File: config.mk
export PLATFORM = sky130hd
export DESIGN_NAME = disparity_select
export DESIGN_NICKNAME = d
export VERILOG_FILES = /design/src/rtl/disparity_select.sv
export SDC_FILE = /design/constraint.sdc
export NUM_CORES = 2
export LEC_CHECK = 0
export BUFFER_PORTS_ARGS = -buffer_cell sky130_fd_sc_hd__clkbuf_2
export CORE_AREA = 2 2 377 304
export DETAILED_ROUTE_END_ITERATION = 8
export DIE_AREA = 0 0 379 306
export HOLD_SLACK_MARGIN = 0.02
export PLACE_DENSITY = 0.66
export SLEW_MARGIN = 10
export SYNTH_ARGS = -nofsm -noshare
export SYNTH_HDL_FRONTEND = slang
export SYNTH_SLANG_ARGS = --single-unit
File: constraint.sdc
create_clock -name clk -period 5.43 [get_ports clk]
set_input_delay 0 -clock clk [delete_from_list [all_inputs] [get_ports clk]]
set_output_delay 0 -clock clk [all_outputs]
set_load 0.05 [all_outputs]
File: src/rtl/disparity_select.sv
// Accumulates per-candidate match scores over a frame, then scans for the minimum-score offset.
// Latency: result_valid rises NUM_CAND+1 cycles after the edge that samples frame_end.
// Backpressure: none on the input side; the result is held in OUT until result_ready is high.
module disparity_select #(
    parameter int NUM_CAND = 64,
    parameter int IDX_W    = 6,
    parameter int PART_W   = 10,
    parameter int ACC_W    = 14,
    parameter int MARGIN   = 4
) (
    input  logic              clk,
    input  logic              rst_n,
    input  logic              frame_start,
    input  logic              acc_valid,
    input  logic [IDX_W-1:0]  acc_idx,
    input  logic [PART_W-1:0] acc_data,
    input  logic              frame_end,
    input  logic              result_ready,
    output logic              busy,
    output logic              result_valid,
    output logic [IDX_W-1:0]  best_idx,
    output logic [ACC_W-1:0]  best_score,
    output logic              confident,
    output logic              dropped
);

    localparam int BW = (NUM_CAND > 1) ? $clog2(NUM_CAND) : 1;
    localparam int PW = BW + 1;
    localparam logic [ACC_W-1:0] ACC_MAX = '1;

    typedef enum logic [1:0] {IDLE, ACCUM, SCAN, OUT} state_t;

    state_t           state, state_nxt;
    logic [ACC_W-1:0] bank [NUM_CAND];
    logic [PW-1:0]    ptr;
    logic [ACC_W-1:0] run_best, run_second;
    logic [IDX_W-1:0] run_idx;
    logic             in_range, scan_last;
    logic [BW-1:0]    wr_sel;
    logic [ACC_W:0]   sum;
    logic [ACC_W-1:0] cur, wr_val, gap;
    logic             bank_wr, drop_set, scan_start;

    // Index range check collapses to constant true when the index width covers the bank exactly.
    generate
        if (NUM_CAND >= (1 << IDX_W)) begin : g_full
            assign in_range = 1'b1;
        end else begin : g_part
            assign in_range = (acc_idx < IDX_W'(NUM_CAND));
        end
    endgenerate

    assign wr_sel    = BW'(acc_idx);
    assign sum       = {1'b0, bank[wr_sel]} + (ACC_W+1)'(acc_data);
    // A frame_start write lands on a freshly cleared entry, so it stores the raw sample.
    assign wr_val    = frame_start ? ACC_W'(acc_data)
                                   : (sum[ACC_W] ? ACC_MAX : sum[ACC_W-1:0]);
    assign cur       = bank[ptr[BW-1:0]];
    assign scan_last = (ptr == PW'(NUM_CAND));
    assign gap       = run_second - run_best;
    assign busy      = (state == SCAN) || (state == OUT);
    assign result_valid = (state == OUT);

    // Next-state and per-cycle control; frame_start overrides every state.
    always_comb begin
        state_nxt  = state;
        bank_wr    = 1'b0;
        drop_set   = 1'b0;
        scan_start = 1'b0;
        if (frame_start) begin
            state_nxt = ACCUM;
            bank_wr   = acc_valid && in_range;
            drop_set  = acc_valid && !in_range;
        end else begin
            case (state)
                IDLE: ;
                ACCUM: begin
                    bank_wr  = acc_valid && in_range;
                    drop_set = acc_valid && !in_range;
                    if (frame_end) begin
                        state_nxt  = SCAN;
                        scan_start = 1'b1;
                    end
                end
                SCAN: begin
                    drop_set = acc_valid;
                    if (scan_last) state_nxt = OUT;
                end
                OUT: begin
                    drop_set = acc_valid;
                    if (result_ready) state_nxt = IDLE;
                end
                default: state_nxt = IDLE;
            endcase
        end
    end

    // State register.
    always_ff @(posedge clk or negedge rst_n) begin
        if (!rst_n) state <= IDLE;
        else        state <= state_nxt;
    end

    // Score bank: cleared on frame_start, then saturating accumulate of in-range samples.
    always_ff @(posedge clk or negedge rst_n) begin
        if (!rst_n) begin
            for (int i = 0; i < NUM_CAND; i++) bank[i] <= '0;
        end else begin
            if (frame_start) begin
                for (int i = 0; i < NUM_CAND; i++) bank[i] <= '0;
            end
            if (bank_wr) bank[wr_sel] <= wr_val;
        end
    end

    // Sticky drop flag, restarted by each frame_start.
    always_ff @(posedge clk or negedge rst_n) begin
        if (!rst_n)           dropped <= 1'b0;
        else if (frame_start) dropped <= drop_set;
        else if (drop_set)    dropped <= 1'b1;
    end

    // Sequential min/second-min scan; strict compare keeps the lower index on ties.
    always_ff @(posedge clk or negedge rst_n) begin
        if (!rst_n) begin
            ptr        <= '0;
            run_best   <= '0;
            run_second <= '0;
            run_idx    <= '0;
        end else if (scan_start) begin
            ptr        <= '0;
            run_best   <= '1;
            run_second <= '1;
            run_idx    <= '0;
        end else if (state == SCAN && !scan_last && !frame_start) begin
            if (cur < run_best) begin
                run_second <= run_best;
                run_best   <= cur;
                run_idx    <= IDX_W'(ptr);
            end else if (cur < run_second) begin
                run_second <= cur;
            end
            ptr <= ptr + 1'b1;
        end
    end

    // Result registers, loaded once in the extra cycle after the last entry is compared.
    always_ff @(posedge clk or negedge rst_n) begin
        if (!rst_n) begin
            best_idx   <= '0;
            best_score <= '0;
            confident  <= 1'b0;
        end else if (state == SCAN && scan_last && !frame_start) begin
            best_idx   <= run_idx;
            best_score <= run_best;
            confident  <= (gap >= ACC_W'(MARGIN));
        end
    end

endmodule
# --- After elaboration in Yosys (flattened, before gate mapping) ---
# Cells that the tools add are included.
# Widths: inputs -> output; s select.
op_classes:
  bitwise_logic: 2
  reduce_logical: 17
  mux: 39
  eq_ne: 7
  div_mod_pow: 0
  mul: 0
  n_addsub: 3
  shifts: 0
  n_lt_le_gt_ge: 6
op_table:
  columns: ["cell", "n"]
  rows:
  - ["$mux 896", 2]
  - ["$bwmux 896", 1]
  - ["$mux 14", 14]
  - ["$bmux 14 s6", 2]
  - ["$demux 14 s6", 1]
  - ["$lt 14x14->1", 2]
  - ["$mux 6", 3]
  - ["$add 14x10->15", 1]
  - ["$ge 14x3->1 const B", 1]
  - ["$ge 7x7->1 const B", 2]
  - ["$mux 7", 2]
  - ["$not 6->7", 2]
  - ["$sub 14x14->14", 1]
  - ["$mux 1", 9]
  - ["$ne 3x3->1 const B", 3]
  - ["$mux 2", 4]
  - ["$add 7x1->7 const B", 1]
  - ["$eq 7x7->1 const B", 1]
  - ["$lt 7x1->1 const B", 1]
  - ["$pmux 2 s3", 1]
  - ["$reduce_bool 2->1", 3]
  - ["$logic_and 1x1->1", 5]
  - ["$eq 2x2->1 const B", 2]
  - ["$reduce_and 2->1", 2]
  - ["7 further kinds", 8]
word_totals:
  latchBits: 0
  regBits: 961
  mem_bits_ro: 0
  ramBits: 0
  mem_count: 0
  out_inout_bits: 24
  input_bits: 22

# --- Longest topological paths before layout ---
logic_depth:
  depth_word: 9
  ltp_mapped: 25
  ltp_nobuf: 17

# --- Worst setup path after synthesis ---
# Ideal clock, no wire load.
synth_timing:
  kind: "register -> register"
  startpoint: "register ptr[0]"
  endpoint: "register run_second[11]"
  required_ns: 5.305
  arrival_time_ns: 5.632
  stages_incl_launch_ff: 19
  period_less_slack_ns: 5.756
  path_slack_ns: -0.326
  setup_ns: 0.125
  cell_sequence: "dfrtp_1 -> buf_4 -> buf_2 -> buf_2 -> buf_2 -> buf_2 -> mux4_2 -> mux4_2 -> a22oi_1 -> nand2_1 -> ha_1 -> a21o_1 -> a21o_1 -> a21oi_1 -> a2111oi_0 -> a211oi_4 -> or4_1 -> buf_2 -> mux2_2"
synth_between:
  elab_chain_cells: 8
  word_cells_on_any_way: 17
  classes_between: "order compare (2); eq/ne (1); mux (7); bitwise (1); reduce/logical (6)"
synth_rtl:
  columns: ["element", "line_no", "rtl"]
  rows:
  - ["start, declared", "35", "logic [PW-1:0] ptr;"]
  - ["start signal, assigned", "143", "ptr <= ptr + 1'b1;"]
  - ["$not 6->7 (not written as such)", "58", "assign cur = bank[ptr[BW-1:0]];"]
  - ["$bmux 14 s6", "58", null]
  - ["$mux 14 (not written as such) (2 in a row)", "58", null]
  - ["$lt 14x14->1 / $mux 14 (equally long branches)", "136, 140", null]
  - ["$mux 14", "136", "if (cur < run_best) begin"]
  - ["$mux 14", "135", "end else if (state == SCAN && !scan_last && !frame_start) begin"]
  - ["$mux 14", "130", "end else if (scan_start) begin"]
  - ["end signal, assigned", "137", "run_second <= run_best;"]
  - ["end signal, assigned", "141", "run_second <= cur;"]
  - ["end, declared", "36", "logic [ACC_W-1:0] run_best, run_second;"]
# Several ways; a longest one is shown, not always the timed one. The select of a mux whose other input is x is not followed.
# A chain may end at the register's enable or synchronous reset.

# --- Worst setup path in the final report ---
layout_timing:
  startpoint: "register ptr[1]"
  endpoint: "register run_second[13]"
# The elaborated chain is that of the path after synthesis.

==> impl_metrics.yaml <==
sta:
  slew_violations: 0
  worst_pin_slew_ns: 1.31
  slew-limit-headroom_pct: 12.7
  max_freq_mhz: 191
  rsz0062_at_grt: "true"
  fin_skew_ns: 0.0320
  final-setup-viol-count: 0
  final.period_utilization_pct: 96.3
  min_period_ns: 5.23
  hold_viol_final: 0
clocking:
  post_cts_buffers: 0
  cts_tree: "built"
  cts_sinks: 961
  clk_pin_slew_ns: 0.07
  cts_made_buffers: 100
  clock_path_buffers: 3
  clock-root-buffer: "clkbuf_16"
  htreeDepth: 3
  clock_latency_ns: 0.72
synthesis:
  synth.ff_latch_count: 961
  synth-async-reset-ratio_pct: 100
  synth_warnings: 0
  synth_edf_count: 0
  netlist_area_um2: 54600
  synthCells: 5196
  ys_dominant_reg_cell: "dfrtp_1"
  syn_area_per_cell_um2: 10.5
  ys_seq_area_share_pct: 44.0
  synth.distinct_cells: 86
  syn-num-nets: 5274
pwr:
  pwr_density_cell_nw_per_um2: 312
  vdd_ir_drop_max_uv: 279
  p_leak_nw: 23.9
  power_mw: 18.9
detailed_routing:
  wl_mm: 214
  route.detailed.drc: 0
  dr.pass1.iters: 8
  vias: 48800
  vias_per_cell: 7.36
  routedWlPerCell_um: 32.2
  drt_iter0_markers: 8612
  ant_nets: 0
layout:
  layout_commonest_cell: "dfrtp_1"
  layout-drive-gt1-share_pct: 17.5
  final_cells: 6634
  layout_common_cells: "dfrtp_1 (957), nand3_1 (793), o31ai_1 (645), nand2_1 (302), mux4_2 (295)"
  area_delta_synth_final_pct: 10.9
  fillers: 9732
  nets: 5117
global_route:
  antenna_found_initial: 9
  grt.total_usage_pct: 36.4
  overflow: 0
  grt_max_degree: 256
  grt_pass1_wl_mm: 315
  grt_pass1_vias: 45700
worst_setup_path:
  cp_max_fo: 31
  cp-start-kind: "flip-flop"
  arrival_ns: 5.86
  required_ns: 6.06
  r2r-start: "ptr[1]$_DFFE_PN0P_"
  reg2reg_to: "run_second[13]$_DFFE_PN0P_"
  path_class: "flip-flop to flip-flop"
  r2r.worst_path.cells: 17
  r2r_slack_ns: 0.20
  crit_path_end_kind: "flip-flop"
die:
  initial_core_util_pct: 48.8
  io_pins: 46
  die_h_um: 306
  core_area_um2: 112000
  rows: 110
  die_w_um: 379
  dieArea_um2: 116000
placed_design:
  hpwl_mm: 137
  portBuffers: 45
  dp_cells: 6435
  gp_congestion: 0.955
status:
  outcome: "finished, final reports clean"
min_path:
  hold_class: "input pin to async pin"
flow_run:
  maxCapViolCount: 0
## power by group
group          switching, mW  internal [mW]  total [mW]
clock                   3.13           4.23        7.36
combinational           2.61           1.45        4.05
sequential             0.157           7.30        7.46
total                   5.89           13.0        18.9
## timing repair
action | CTS | global route
gates resized for setup | 0 | 3
hold buffers | 14 | 0
endpoints found under the setup margin | 0 | 69
endpoints found under the hold margin | 416 | 0
## worst max-delay path by stage
stage | start | to | slack, ns | cells past startpoint
3_5_place_dp | acc_idx[2] | bank[223]$_DFF_PN0_ | 0.19 | 20
4_1_cts | ptr[0]$_DFFE_PN0P_ | run_second[13]$_DFFE_PN0P_ | 0.23 | 18
5_1_grt | bank[154]$_DFF_PN0_ | bank[125]$_DFF_PN0_ | -0.06 | 17
3_3_place_gp | acc_idx[2] | bank[839]$_DFF_PN0_ | 0.27 | 20
6_report | ptr[1]$_DFFE_PN0P_ | run_second[13]$_DFFE_PN0P_ | 0.20 | 17
2_1_floorplan | ptr[0]$_DFFE_PN0P_ | run_second[11]$_DFFE_PN0P_ | 0.08 | 19
## cells by family after synthesis
group / share of synthesized area (%)
AOI/OAI and AO/OA: 21.8
xor gates and xnor gates: 0.273
adders and majority gates: 1.31
buffers and inverters: 5.60
DFF: 44.0
muxes: 14.8
and+or+nand+nor: 12.2
## sequential cells by signal, indices dropped and copies added, names as in the netlist
register    flops
bank          896
best_score     14
run_best       14
run_second     14
ptr             7
best_idx        6
run_idx         6
state           2
confident       1
dropped         1
## cells in the mapped netlist, drive strengths merged, types with 6 or more instances
library cell / instances / area share, %
and2: 11 / 0.13
mux2: 32 / 0.67
buf: 208 / 2.5
nor2b: 14 / 0.16
xnor2: 7 / 0.11
xor2: 10 / 0.16
o21ai: 196 / 1.8
nor2: 147 / 1.0
o22ai: 29 / 0.33
a221o: 9 / 0.16
inv: 45 / 0.31
a221oi: 68 / 1.1
or2: 6 / 0.069
a211oi: 18 / 0.48
ha: 54 / 1.2
a21o: 11 / 0.15
mux4: 295 / 12
nand3: 793 / 7.3
clkbuf: 400 / 2.8
o211ai: 154 / 2.1
a22o: 42 / 0.67
a211o: 7 / 0.11
nor3: 25 / 0.24
nand2b: 13 / 0.15
dfrtp: 961 / 44
mux2i: 109 / 2.0
or3: 8 / 0.092
a222oi: 10 / 0.18
nand2: 305 / 2.1
o31ai: 647 / 8.9
nor4: 9 / 0.19
a21oi: 216 / 2.0
nand3b: 8 / 0.11
nand4: 28 / 0.32
a31oi: 43 / 0.49
a22oi: 187 / 2.6
## layer usage
layer | GRT usage (%) | part of all wire (%) | wire length, um
met3 | 13.8 | 16 | 35000
met4 | 17.5 | 6.0 | 12700
met1 | 52.5 | 38 | 81800
met5 | 1.05 | 0.097 | 208
met2 | 47.6 | 39 | 83900
## worst max-delay path: stages (launching register included)
cell	delay, ns
dfrtp_4	0.87
buf_12	0.30
buf_12	0.23
inv_1	0.33
mux2i_1	0.27
nand2_1	0.08
o211ai_1	0.23
nand3_1	0.45
ha_1	0.37
a21o_1	0.16
a21o_1	0.17
a21o_1	0.18
a21oi_1	0.14
o211ai_1	0.23
a211oi_1	0.32
or4_1	0.32
buf_4	0.23
mux2i_1	0.22
## final cells by class
class | count | area [um2] | area share [%]
diodes | 2 | 5.00 | 0.00826
repair buffers | 349 | 3250 | 5.36
clock inverters | 39 | 479 | 0.791
flip-flops and latches | 961 | 24100 | 39.7
well taps | 1512 | 1890 | 3.12
clock buffers | 144 | 2970 | 4.91
inverters | 46 | 180 | 0.297
multi-input cells | 3581 | 27700 | 45.8
## per-stage QoR
stage               setup TNS, ns  cell area (um2)  hold WS [ns]  utilization [%]  setup WS, ns
finish                          0            60600         0.105             54.1         0.202
CTS                             0            60600        0.0861             54.1         0.231
global route                -1.42            60600         0.126             54.1       -0.0614
global placement                0            56900         0.101             50.8         0.274
floorplan                       0            54600        -0.296                -        0.0763
detailed placement              0            56900        0.0956             50.8         0.186
(Power assumes the default switching activity.)
